**config.mk**
```make
export PLATFORM = sky130hd
export DESIGN_NAME = kintex_adaptive_healer_mc
export DESIGN_NICKNAME = d
export VERILOG_FILES = /design/src/rtl/kintex_adaptive_healer_mc.sv
export SDC_FILE = /design/constraint.sdc
export NUM_CORES = 1
export LEC_CHECK = 0
export ABC_AREA = 1
export ABC_CLOCK_PERIOD_IN_PS = 1600
export CORE_ASPECT_RATIO = 0.8
export CORE_MARGIN = 2
export CORE_UTILIZATION = 50
export CTS_BUF_LIST = sky130_fd_sc_hd__clkbuf_16
export DETAILED_ROUTE_END_ITERATION = 12
export PLACE_DENSITY = 0.69
export SYNTH_ARGS = -nofsm -noshare
export SYNTH_HDL_FRONTEND = slang
export SYNTH_SLANG_ARGS = --single-unit
export TNS_END_PERCENT = 1
```
**constraint.sdc**
```tcl
create_clock -name clk_500mhz -period 1.6 [get_ports clk_500mhz]
set_clock_uncertainty 0.2 [all_clocks]
set_input_delay 0.32 -clock clk_500mhz [delete_from_list [all_inputs] [get_ports clk_500mhz]]
set_output_delay 0.32 -clock clk_500mhz [all_outputs]
set_load 0.05 [all_outputs]
```
**src/rtl/kintex_adaptive_healer_mc.sv**
```systemverilog
// Multi-channel SEFI healer: captures per-region fault edges and vetoes outputs.
// It then runs one DPR attempt per faulted region, retries failures, and escalates to full reconfig.
module kintex_adaptive_healer_mc #(
  parameter int N_CH        = 4,
  parameter int CH_W        = (N_CH > 1) ? $clog2(N_CH) : 1,
  parameter int VETO_CYCLES = 16,
  parameter int DPR_TIMEOUT = 12_500_000,
  parameter int TO_W        = 24,
  parameter int MAX_RETRY   = 3,
  localparam int RC_W       = $clog2(MAX_RETRY + 1)
) (
  input  logic            clk_500mhz,
  input  logic            rst_n,
  input  logic [N_CH-1:0] sefi_flag,
  input  logic            dpr_done,
  input  logic            dpr_ok,
  output logic            dpr_start,
  output logic [CH_W-1:0] dpr_region,
  output logic            veto_pulse,
  output logic            healer_busy,
  output logic [N_CH-1:0] sefi_pending,
  output logic [RC_W-1:0] retry_cnt,
  output logic            escalate
);

  localparam int VC_W = (VETO_CYCLES > 1) ? $clog2(VETO_CYCLES) : 1;

  typedef enum logic [2:0] {
    S_IDLE,
    S_VETO,
    S_START,
    S_WAIT,
    S_ESCALATE
  } state_t;

  state_t          state;
  logic [N_CH-1:0] sefi_prev;
  logic [N_CH-1:0] sefi_rise;
  logic [N_CH-1:0] clr_mask;
  logic [VC_W-1:0] veto_cnt;
  logic [TO_W-1:0] to_cnt;
  logic [CH_W-1:0] low_idx;
  logic [RC_W-1:0] retry_next;
  logic            repair_ok;
  logic            timeout_hit;
  logic            attempt_fail;

  assign sefi_rise    = sefi_flag & ~sefi_prev;
  assign repair_ok    = (state == S_WAIT) && dpr_done && dpr_ok;
  assign timeout_hit  = (to_cnt == TO_W'(DPR_TIMEOUT - 1));
  // A done pulse on the timeout cycle is honoured, so the timeout only fails without done.
  assign attempt_fail = (state == S_WAIT) && (dpr_done ? !dpr_ok : timeout_hit);
  assign retry_next   = retry_cnt + RC_W'(1);
  assign clr_mask     = repair_ok ? (N_CH'(1) << dpr_region) : '0;

  // NOTE: the default assignment ahead of the loop keeps this block free of inferred latches.
  always_comb begin
    low_idx = '0;
    for (int i = N_CH - 1; i >= 0; i--) begin
      if (sefi_pending[i]) low_idx = CH_W'(i);
    end
  end

  // NOTE: all state here uses non-blocking assignments so every register samples pre-edge values.
  always_ff @(posedge clk_500mhz) begin
    if (!rst_n) begin
      state        <= S_IDLE;
      sefi_prev    <= '0;
      sefi_pending <= '0;
      veto_cnt     <= '0;
      to_cnt       <= '0;
      retry_cnt    <= '0;
      dpr_region   <= '0;
      dpr_start    <= 1'b0;
      veto_pulse   <= 1'b0;
      healer_busy  <= 1'b0;
      escalate     <= 1'b0;
    end else begin
      sefi_prev    <= sefi_flag;
      // New edges win over the clear of the region just repaired.
      sefi_pending <= (sefi_pending & ~clr_mask) | sefi_rise;
      dpr_start    <= 1'b0;

      case (state)
        S_IDLE: begin
          if (|sefi_pending) begin
            dpr_region  <= low_idx;
            veto_cnt    <= '0;
            veto_pulse  <= 1'b1;
            healer_busy <= 1'b1;
            state       <= S_VETO;
          end
        end

        S_VETO: begin
          if (veto_cnt == VC_W'(VETO_CYCLES - 1)) begin
            veto_pulse <= 1'b0;
            dpr_start  <= 1'b1;
            state      <= S_START;
          end else begin
            veto_cnt <= veto_cnt + VC_W'(1);
          end
        end

        S_START: begin
          to_cnt <= '0;
          state  <= S_WAIT;
        end

        S_WAIT: begin
          to_cnt <= to_cnt + TO_W'(1);
          if (repair_ok) begin
            retry_cnt   <= '0;
            healer_busy <= 1'b0;
            state       <= S_IDLE;
          end else if (attempt_fail) begin
            retry_cnt  <= retry_next;
            veto_pulse <= 1'b1;
            if (retry_next == RC_W'(MAX_RETRY)) begin
              escalate <= 1'b1;
              state    <= S_ESCALATE;
            end else begin
              veto_cnt <= '0;
              state    <= S_VETO;
            end
          end
        end

        S_ESCALATE: begin
          // Terminal until reset; fault capture keeps running above.
          veto_pulse <= 1'b1;
          escalate   <= 1'b1;
        end

        default: state <= S_IDLE;
      endcase
    end
  end

endmodule
```
==> flow_metrics.tcl <==
set metrics [dict create \
    synthesis.area_um2 2360 \
    start_util_pct 51.6 \
    rsz0062_at_grt "yes" \
    cts_made_buffers 5 \
    via_count 2732 \
    dp.final_hpwl_um 4510 \
    die-area_um2 5280 \
    path_delay_family "simple AND/OR/NAND/NOR gates" \
    crit_fanout 4 \
    ys_types 31 \
    r2r_setup_slack_ps -110 \
    wl_per_cell_um 15.3 \
    netlist.area_leader.share_pct 39.9 \
    drt_first_pass_iters 6 \
    power_leakage_nw 1.56 \
    tightest_slew_ps 472 \
    swShare_pct 38.2 \
    maxCapViolations 0 \
    synth_seq_cells 47 \
    grt_pass1_wl_um 10700 \
    clock_latency_ps 290 \
    hold_path.class "reg -> reg" \
    io_pins 20 \
    diodes 0 \
    cts-root-buf "clkbuf_16" \
    outcome "finished, violations left" \
    cp-start-kind "flip-flop" \
    maxSlewHeadroom_pct 68.5 \
    place_inst 475 \
    vias_per_cell 5.52 \
    crit_path_max_incr_delay_ps 380 \
    routabilityCongestion 0.817 \
    reg2reg_depth 7 \
    min_period_ps 1710 \
    endpoint_kind "flip-flop" \
    placed_cell_area_um2 3140 \
    htree_levels 2 \
    cts_tree "yes" \
    final_common_cell "nand2_1" \
    cts_sinks 47 \
    finalCritPeriodShare_pct 107 \
    dr.first_iter.drc_count 223 \
    grt_usage_pct 26.3 \
    r2r_start "to_cnt[4]$_SDFFE_PN0P_" \
    min_from "sefi_prev[2]$_SDFF_PN0_" \
    critPathSlowestCell "dfxtp_4" \
    fin_nets 445 \
    peakVddDrop_mv 1.09 \
    core-area_um2 4570 \
    io_buffers 19 \
    met1_usage_pct 36.0 \
    worstReg2RegEnd "veto_pulse$_SDFFE_PN0P_" \
    netSwitchingPower_w 0.00162 \
    std_cell_rows 22 \
    cp.required_ps 1610 \
    p_comb_share_pct 42.1 \
    yosysTopAreaCell "dfxtp_1" \
    violations "negative setup slack" \
    crit_top_cell "nand4_1" \
    ys_warn_count 0 \
    busiest_layer "met2" \
    holdPathEnd "sefi_pending[2]$_SDFF_PN0_" \
    instances_no_fill 495 \
    critPathBufInv 1 \
    syn_inst 348 \
    final_cell_mix "nand2_1 (73), buf_4 (60), inv_1 (41)" \
    synth_seq_area_share_pct 39.9 \
    fmax_mhz 584 \
    drv_slew 0 \
    syn_avg_cell_area_um2 6.77 \
    ant_nets 0 \
    layout-drive-gt1-share_pct 37.2 \
    pwr-share-seq_pct 32.5 \
    antenna_found_initial 0 \
    postLayoutCellArea_um2 3650 \
    clock_power_share_pct 25.3 \
    drt-total-wl_um 7590 \
    arrival_ps 1720 \
    setup_viol 17 \
    fin_ws_ps -111 \
    syn_nets 359 \
    p_per_area_nw_per_um2 1160 \
    crit_type "reg -> reg" \
    grtUsageMet3_pct 5.36 \
    hold_violations 0 \
    cts_hold_buf 0 \
    grt_pass1_vias 2340 \
    pre_cts_ws_ps -239 \
    global_route.usage.met2_pct 42.7 \
    die_y_um 65.4 \
    crit_chain "buf_6, nand4_1, nor2_2, nand3_4, nand3_2, nand4_1, a21oi_1" \
    clkTransAtPathRegs_ps 70 \
    intPower_w 0.00263 \
    grt-ovfl-total 0 \
    dieWidth_um 80.8 \
    areaGrowthSynthToFinish_pct 54.9 \
    clockBufferDepth 2 \
    remaining_drc_errors 0 \
    grt_max_degree 17 \
    holdPathStages 1 \
    ys_top_cells_by_area "dfxtp_1 (40%), nand2_1 (13%), inv_1 (7.5%)" \
]
[synthesized netlist by cell type]
| master | instances |
|---|---|
| or2_2 | 2 |
| o21ai_0 | 15 |
| inv_2 | 3 |
| a221oi_1 | 2 |
| xor2_1 | 1 |
| nand3_2 | 2 |
| clkbuf_1 | 3 |
| nand3_1 | 28 |
| buf_2 | 3 |
| o32ai_1 | 3 |
| dfxtp_1 | 47 |
| o21bai_1 | 1 |
| ha_1 | 3 |
| a31oi_1 | 1 |
| nand2_1 | 79 |
| nor2_2 | 3 |
| nor4_1 | 1 |
| nor2_4 | 3 |
| nand3b_1 | 1 |
| buf_4 | 2 |
| a211oi_1 | 1 |
| nand2_2 | 4 |
| o31ai_1 | 1 |
| nor3_2 | 2 |
| o22ai_1 | 1 |
| inv_1 | 47 |
| a21oi_1 | 31 |
| nor3_1 | 10 |
| nor2_1 | 40 |
| o211ai_1 | 1 |
| nand4_1 | 7 |
[metal layers]
layer / routed length, um / vias up
met2: 3710 / 139
met4: 270 / 0
met5: 0 / -
li1: - / 1309
met1: 3100 / 1246
met3: 510 / 38
[power by group through the flow]
stage               logic [W]  registers, W  clock network (W)
finish                0.00179       0.00138            0.00108
global route          0.00188       0.00139            0.00112
CTS                   0.00156       0.00137            0.00106
detailed placement    0.00147       0.00139                  0
global placement      0.00146       0.00139                  0
floorplan            0.000655       0.00154                  0
[sequential cells by signal, indices dropped and copies added, names as in the netlist]
register	count
to_cnt	24
sefi_pending	4
sefi_prev	4
veto_cnt	4
state	3
dpr_region	2
retry_cnt	2
dpr_start	1
escalate	1
healer_busy	1
veto_pulse	1
[layout make-up]
class	count	area, um2
sequential	47	971
clock buffer	5	125
tap	60	75.1
multi-input combinational	244	1420
inverter	50	193
clock inverter	3	22.5
timing repair buffer	86	848
fill	306	917
[cell families after synthesis]
family / share of synthesized area, %
AO/OA/AOI/OAI: 13.4
XOR/XNOR: 0.372
adder cells (fa/ha/maj): 1.59
buffers and inverters: 9.71
flip-flops: 39.9
AND/OR/NAND/NOR: 35.0
[how the worst max path moves through the flow]
stage	start	endpoint	cells past startpoint
floorplan	to_cnt[0]$_SDFFE_PN0P_	to_cnt[22]$_SDFFE_PN0P_	11
global placement	dpr_done	sefi_pending[3]$_SDFF_PN0_	7
detailed placement	dpr_done	sefi_pending[3]$_SDFF_PN0_	7
CTS	to_cnt[0]$_SDFFE_PN0P_	to_cnt[15]$_SDFFE_PN0P_	10
global route	to_cnt[4]$_SDFFE_PN0P_	to_cnt[18]$_SDFFE_PN0P_	10
finish	to_cnt[4]$_SDFFE_PN0P_	veto_pulse$_SDFFE_PN0P_	7
[repair_timing]
action	CTS	global route
setup buffers	5	6
resized for setup	37	48
pin swaps	11	26
setup endpoints to repair	28	34
cloned	0	1
[metrics by stage]
step	TNS [ps]	hold WS, ps	power [W]	util, %
detailed placement	-5870	208	0.00287	68.8
floorplan	-11.6	196	0.00219	-
global route	-2580	228	0.00440	79.9
CTS	-519	218	0.00400	75.7
global placement	-5410	203	0.00285	68.8
finish	-640	213	0.00425	79.9
No activity file was read; power rests on OpenSTA's default activity.
